<file path="src/rtl/sprite_ram_writer_if.sv">
// Byte-stream input and sprite-RAM write port of the sprite loader.
// The master drives the byte stream and control; the slave is the loader itself.
interface sprite_ram_writer_if #(
    parameter int unsigned ADDR_W = 19
);
    logic              start;
    logic              abort;
    logic [7:0]        byte_in;
    logic              byte_valid;
    logic              byte_ready;
    logic              wr_en;
    logic [ADDR_W-1:0] wr_addr;
    logic [23:0]       wr_data;
    logic              busy;
    logic              done;

    modport master (
        output start,
        output abort,
        output byte_in,
        output byte_valid,
        input  byte_ready,
        input  wr_en,
        input  wr_addr,
        input  wr_data,
        input  busy,
        input  done
    );

    modport slave (
        input  start,
        input  abort,
        input  byte_in,
        input  byte_valid,
        output byte_ready,
        output wr_en,
        output wr_addr,
        output wr_data,
        output busy,
        output done
    );
endinterface

</file>
<file path="src/rtl/sprite_ram_writer.sv">
// Packs an R,G,B byte stream into 24-bit pixels and writes them row-major
// into the sprite frame RAM, starting at address 0 for every load.
module sprite_ram_writer #(
    parameter int unsigned WIDTH  = 50,
    parameter int unsigned HEIGHT = 50,
    parameter int unsigned ADDR_W = 19
) (
    input  logic                 Clk,
    input  logic                 Reset_n,
    sprite_ram_writer_if.slave   bus
);

    localparam logic [ADDR_W-1:0] LastAddr = ADDR_W'(WIDTH * HEIGHT - 1);

    typedef enum logic [2:0] {
        StIdle,
        StGetR,
        StGetG,
        StGetB,
        StWrite
    } state_e;

    state_e            state_q;
    logic [7:0]        r_q;
    logic [7:0]        g_q;
    logic [7:0]        b_q;
    logic [ADDR_W-1:0] addr_q;
    logic              done_q;

    logic collecting;
    logic byte_ready;
    logic handshake;
    logic abort_now;

    assign collecting = (state_q == StGetR) || (state_q == StGetG) || (state_q == StGetB);
    assign byte_ready = collecting && !bus.abort;
    assign handshake  = bus.byte_valid && byte_ready;
    assign abort_now  = bus.abort && (state_q != StIdle);

    always_ff @(posedge Clk or negedge Reset_n) begin
        if (!Reset_n) begin
            state_q <= StIdle;
            r_q     <= 8'h00;
            g_q     <= 8'h00;
            b_q     <= 8'h00;
            addr_q  <= '0;
            done_q  <= 1'b0;
        end else begin
            done_q <= 1'b0;
            if (abort_now) begin
                // Drop any partial pixel; the next load restarts cleanly at 0.
                state_q <= StIdle;
                r_q     <= 8'h00;
                g_q     <= 8'h00;
                b_q     <= 8'h00;
                addr_q  <= '0;
            end else begin
                unique case (state_q)
                    StIdle: begin
                        addr_q <= '0;
                        if (bus.start) begin
                            state_q <= StGetR;
                        end
                    end
                    StGetR: begin
                        if (handshake) begin
                            r_q     <= bus.byte_in;
                            state_q <= StGetG;
                        end
                    end
                    StGetG: begin
                        if (handshake) begin
                            g_q     <= bus.byte_in;
                            state_q <= StGetB;
                        end
                    end
                    StGetB: begin
                        if (handshake) begin
                            b_q     <= bus.byte_in;
                            state_q <= StWrite;
                        end
                    end
                    StWrite: begin
                        if (addr_q == LastAddr) begin
                            state_q <= StIdle;
                            addr_q  <= '0;
                            done_q  <= 1'b1;
                        end else begin
                            state_q <= StGetR;
                            addr_q  <= addr_q + ADDR_W'(1);
                        end
                    end
                    default: begin
                        state_q <= StIdle;
                    end
                endcase
            end
        end
    end

    // Abort must suppress the write strobe in the very cycle it arrives.
    assign bus.wr_en      = (state_q == StWrite) && !bus.abort;
    assign bus.wr_addr    = addr_q;
    assign bus.wr_data    = {r_q, g_q, b_q};
    assign bus.busy       = (state_q != StIdle);
    assign bus.done       = done_q;
    assign bus.byte_ready = byte_ready;

endmodule

</file>
<file path="src/flat_wrapper.sv">
// flat-port wrapper written by rule: the top's interface ports become plain ports
module sprite_ram_writer_flat 
#(
    parameter int unsigned WIDTH  = 50,
    parameter int unsigned HEIGHT = 50,
    parameter int unsigned ADDR_W = 19
)
  (Clk, Reset_n, bus_start, bus_abort, bus_byte_in, bus_byte_valid, bus_byte_ready, bus_wr_en, bus_wr_addr, bus_wr_data, bus_busy, bus_done);
  sprite_ram_writer_if #(.ADDR_W(ADDR_W)) bus_i ();
  input  logic Clk;
  input  logic Reset_n;
  input wire logic [$bits(bus_i.start)-1:0] bus_start;
  input wire logic [$bits(bus_i.abort)-1:0] bus_abort;
  input wire logic [$bits(bus_i.byte_in)-1:0] bus_byte_in;
  input wire logic [$bits(bus_i.byte_valid)-1:0] bus_byte_valid;
  output wire logic [$bits(bus_i.byte_ready)-1:0] bus_byte_ready;
  output wire logic [$bits(bus_i.wr_en)-1:0] bus_wr_en;
  output wire logic [$bits(bus_i.wr_addr)-1:0] bus_wr_addr;
  output wire logic [$bits(bus_i.wr_data)-1:0] bus_wr_data;
  output wire logic [$bits(bus_i.busy)-1:0] bus_busy;
  output wire logic [$bits(bus_i.done)-1:0] bus_done;
  assign bus_i.start = bus_start;
  assign bus_i.abort = bus_abort;
  assign bus_i.byte_in = bus_byte_in;
  assign bus_i.byte_valid = bus_byte_valid;
  assign bus_byte_ready = bus_i.byte_ready;
  assign bus_wr_en = bus_i.wr_en;
  assign bus_wr_addr = bus_i.wr_addr;
  assign bus_wr_data = bus_i.wr_data;
  assign bus_busy = bus_i.busy;
  assign bus_done = bus_i.done;
  sprite_ram_writer #(.WIDTH(WIDTH), .HEIGHT(HEIGHT), .ADDR_W(ADDR_W)) u_core (.Clk(Clk), .Reset_n(Reset_n), .bus(bus_i));
endmodule
</file>
<file path="config.mk">
export PLATFORM = sky130hd
export DESIGN_NAME = sprite_ram_writer_flat
export DESIGN_NICKNAME = d
export VERILOG_FILES = /design/src/rtl/sprite_ram_writer_if.sv /design/src/rtl/sprite_ram_writer.sv /design/src/flat_wrapper.sv
export SDC_FILE = /design/constraint.sdc
export NUM_CORES = 1
export LEC_CHECK = 0
export ABC_CLOCK_PERIOD_IN_PS = 2300
export CAP_MARGIN = 20
export CORE_MARGIN = 8
export CORE_UTILIZATION = 29
export DETAILED_ROUTE_END_ITERATION = 7
export DONT_BUFFER_PORTS = 1
export SYNTH_ARGS = -nofsm -noshare
export SYNTH_HDL_FRONTEND = slang
export SYNTH_SLANG_ARGS = --single-unit
</file>
<file path="constraint.sdc">
create_clock -name Clk -period 2.3 [get_ports Clk]
set_input_delay 0.46 -clock Clk [delete_from_list [all_inputs] [get_ports Clk]]
set_output_delay 0.46 -clock Clk [all_outputs]
set_load 0.02 [all_outputs]
</file>
==> results.toml <==
[outcome]
status = "completed"

[placement]
dpl_cell_area_mm2 = 0.002494
io_buffer_count = 0
place_inst = 344
dp_hpwl_mm = 4.330
globalplace.congestion = 0.8025

[critical_path]
setup.worst_path.end_class = "output pin"
worstRegToRegCells = 5
cpPeakStageDelay_ns = 0.47
cp_max_fo = 6
reg2reg_from = "u_core.bus.wr_addr[5]"
crit_required_ns = 1.84
worstReg2RegEnd = "u_core.bus.wr_addr[11]"
crit_buf_inv = 0
path_delay_family = "simple AND/OR/NAND/NOR gates"
rrSetupSlack_ns = 0.25
crit_chain = "nor2_1, or2_0, nor2_1"
start_kind = "register"
cp_common_cell = "nor2_1"
worstPathArrival_ns = 1.61
slowest_stage = "dfrtp_1"
path_class = "reg -> out"

[pwr]
p_leak_nw = 1.194
vdd.ir_drop.worst_mv = 0.1970
power_density_mw_per_mm2 = 666.6

[clocking]
cts.clk_slew.worst_paths_ns = 0.10
numCtsBuffers = 5
clk_path_buf_depth = 2
cts_tree = "built"
root_buffer = "clkbuf_8"
clock_latency_ns = 0.31
cts-resized-gates = 0
htreeDepth = 2
postCtsSetupBuffers = 0
numClockSinks = 47
holdBufCountCts = 1

[detailed_routing]
m1WireLength_mm = 2.547
wire_per_inst_um = 16.74
vias_per_cell = 4.986
wl_met3_um = 343
vias = 1765
routed.top_layer = "met4"
drtIter0Drc = 86
drtPass1Iterations = 4
wl_mm = 5.925
drc = 0
ant_nets = 0
dr_wl_met2_mm = 2.911

[final_layout]
ff_latch_area_mm2 = 0.001176
area_growth_pct = 15.08
design_area_mm2 = 0.002616
num_antenna_cells = 0
multi_input_area_mm2 = 0.001028
fillers = 772
final_nets = 265
drive_gt1_frac = 0.1190
fin_cells = 354

[run]
cap_violations = 0

[timing]
fin_crit_sh = 0.9008
tightest_slew_ns = 0.8656
rsz0062_at_grt = "false"
holdWs_ns = 0.2096
max_slew_margin = 0.4229
slew_violations = 0
fin_setup_tns_ns = 0
final-setup-viol-count = 0
fmax_mhz = 482.6
fin_crit_ns = 2.072
clock_skew_ns = 0.008789
hold_viol_final = 0

[grt]
grtUsageTotal = 0.1085
grt_first_pass_wirelength_mm = 9.528
grt.overflow.total = 0
antenna_found_initial = 0
grt_max_degree = 48
grt_pass1_vias = 1660

[die]
die_x_um = 104.5
core.rowCount = 32
die_h_um = 104.5
boundaryPins = 60
core_area_mm2 = 0.007647
start_util = 0.2973
die-area_mm2 = 0.01093

[yosys]
synth_cells = 234
synth-seq-cells = 47
syn-cell-area_mm2 = 0.002273
synth_nets = 248
yosysTopAreaCellShare = 0.5173
ys_types = 40
synth_area_leaders = "dfrtp_1 52%, mux2i_1 12%, nor2_1 6.6%"
synth_area_per_cell_um2 = 9.716
synth_top_area_cell = "dfrtp_1"
yosys_warnings = 0
synth-seq-area-share = 0.5173

[hold_path]
min_to = "u_core.state_q[1]"
min_path_cells = 1
hold_class = "in -> reg"
min_from = "bus_abort"
-- worst max-delay path by stage --
stage / from / to / slack (ns) / cells past startpoint
floorplan: u_core.bus.wr_addr[0] / u_core.bus.wr_addr[11] / 0.36 / 6
global placement: u_core.bus.wr_addr[5] / u_core.bus.wr_addr[11] / 0.29 / 5
detailed placement: u_core.bus.wr_addr[5] / u_core.bus.wr_addr[11] / 0.25 / 5
CTS: u_core.state_q[1] / bus_byte_ready / 0.23 / 3
global route: u_core.state_q[1] / u_core.bus.wr_addr[10] / 0.06 / 6
finish: u_core.state_q[1] / bus_byte_ready / 0.23 / 3
-- layer usage --
metal,up-vias,GRT usage
met3,8,0.03010
met4,0,0.04757
met5,-,0
met1,863,0.1358
met2,47,0.1712
li1,847,-
-- power breakdown --
part           total (mW)  internal, mW  leakage [nW]  switching, mW
Clock               0.509         0.213        0.0412          0.295
Sequential           1.01         0.886         0.650          0.124
Combinational       0.226        0.0795         0.503          0.146
Total                1.74          1.18          1.19          0.566
-- area by class of cell --
class,count,area share
timing repair buffer,21,0.06887
tap,102,0.04878
multi-input combinational,171,0.3931
clock buffer,6,0.02774
inverter,5,0.007174
sequential,47,0.4495
clock inverter,2,0.004782
-- flip-flops by register name, summed over array words and instances, names as in the netlist --
name and cells:
u_core.r_q 8, u_core.state_q 3, u_core.bus.wr_addr 19, u_core.g_q 8
u_core.bus.done 1, u_core.b_q 8
-- worst register-to-register path, cell delays in order (launching register included) --
cell and delay, ns:
dfrtp_1 0.50, nand4bb_1 0.23, or4_4 0.44, o21a_1 0.35
a21o_1 0.22, a22o_1 0.22
-- logic make-up after synthesis --
kind of cell    count (synthesis)  share of synthesized area
compound gates                 37                    0.09907
mux                            27                     0.1189
simple gates                  103                     0.2174
buf+inv                        16                    0.03027
flops                          47                     0.5173
fa+ha+maj                       1                   0.005503
xor+xnor                        3                    0.01156
-- through the flow --
stage / power (mW) / setup slack (ns) / util
2_1_floorplan: 1.174 / 0.3554 / -
3_3_place_gp: 1.227 / 0.2857 / 0.3261
3_5_place_dp: 1.232 / 0.2474 / 0.3261
4_1_cts: 1.761 / 0.2267 / 0.3408
5_1_grt: 1.818 / 0.05891 / 0.3421
6_report: 1.744 / 0.2281 / 0.3421
-- placed cells by master, fill, tap and decap left out, drive strengths merged, types with 2 or more instances in the layout --
| cell type | instances |
|---|---|
| or3 | 3 |
| nand2 | 20 |
| nand4 | 4 |
| a31oi | 3 |
| nand2b | 2 |
| inv | 5 |
| buf | 20 |
| o21ai | 14 |
| dfrtp | 47 |
| nand3 | 11 |
| and3 | 3 |
| xnor2 | 2 |
| and2 | 4 |
| o21a | 2 |
| a22o | 2 |
| nor3 | 5 |
| and4 | 2 |
| a21oi | 8 |
| mux2i | 27 |
| o22ai | 2 |
| clkbuf | 6 |
| nor2 | 41 |
| a21o | 3 |
-- cells in the mapped netlist --
cell	instances
and2_0	1
and3_1	3
nand3b_1	1
buf_4	2
o31ai_1	1
a22o_1	2
inv_1	5
nand3_1	11
nand4_1	4
nand2b_1	2
and4_1	2
or3_1	3
o21ai_0	13
xnor2_1	2
a21oi_1	8
a221o_1	1
a21o_1	3
mux2i_1	27
a22oi_1	1
nand4bb_1	1
and2_1	3
nor2b_1	1
o22ai_1	2
nor4b_1	1
buf_2	1
nor3b_1	1
or4_4	1
or2_0	1
o21a_1	2
nor3_1	5
a31oi_1	3
nor2_2	1
nor2_1	40
clkbuf_1	8
nand2_1	20
xor2_1	1
ha_1	1
dfrtp_1	47
nor4_1	1
o21ai_2	1
(Power assumes the default switching activity.)
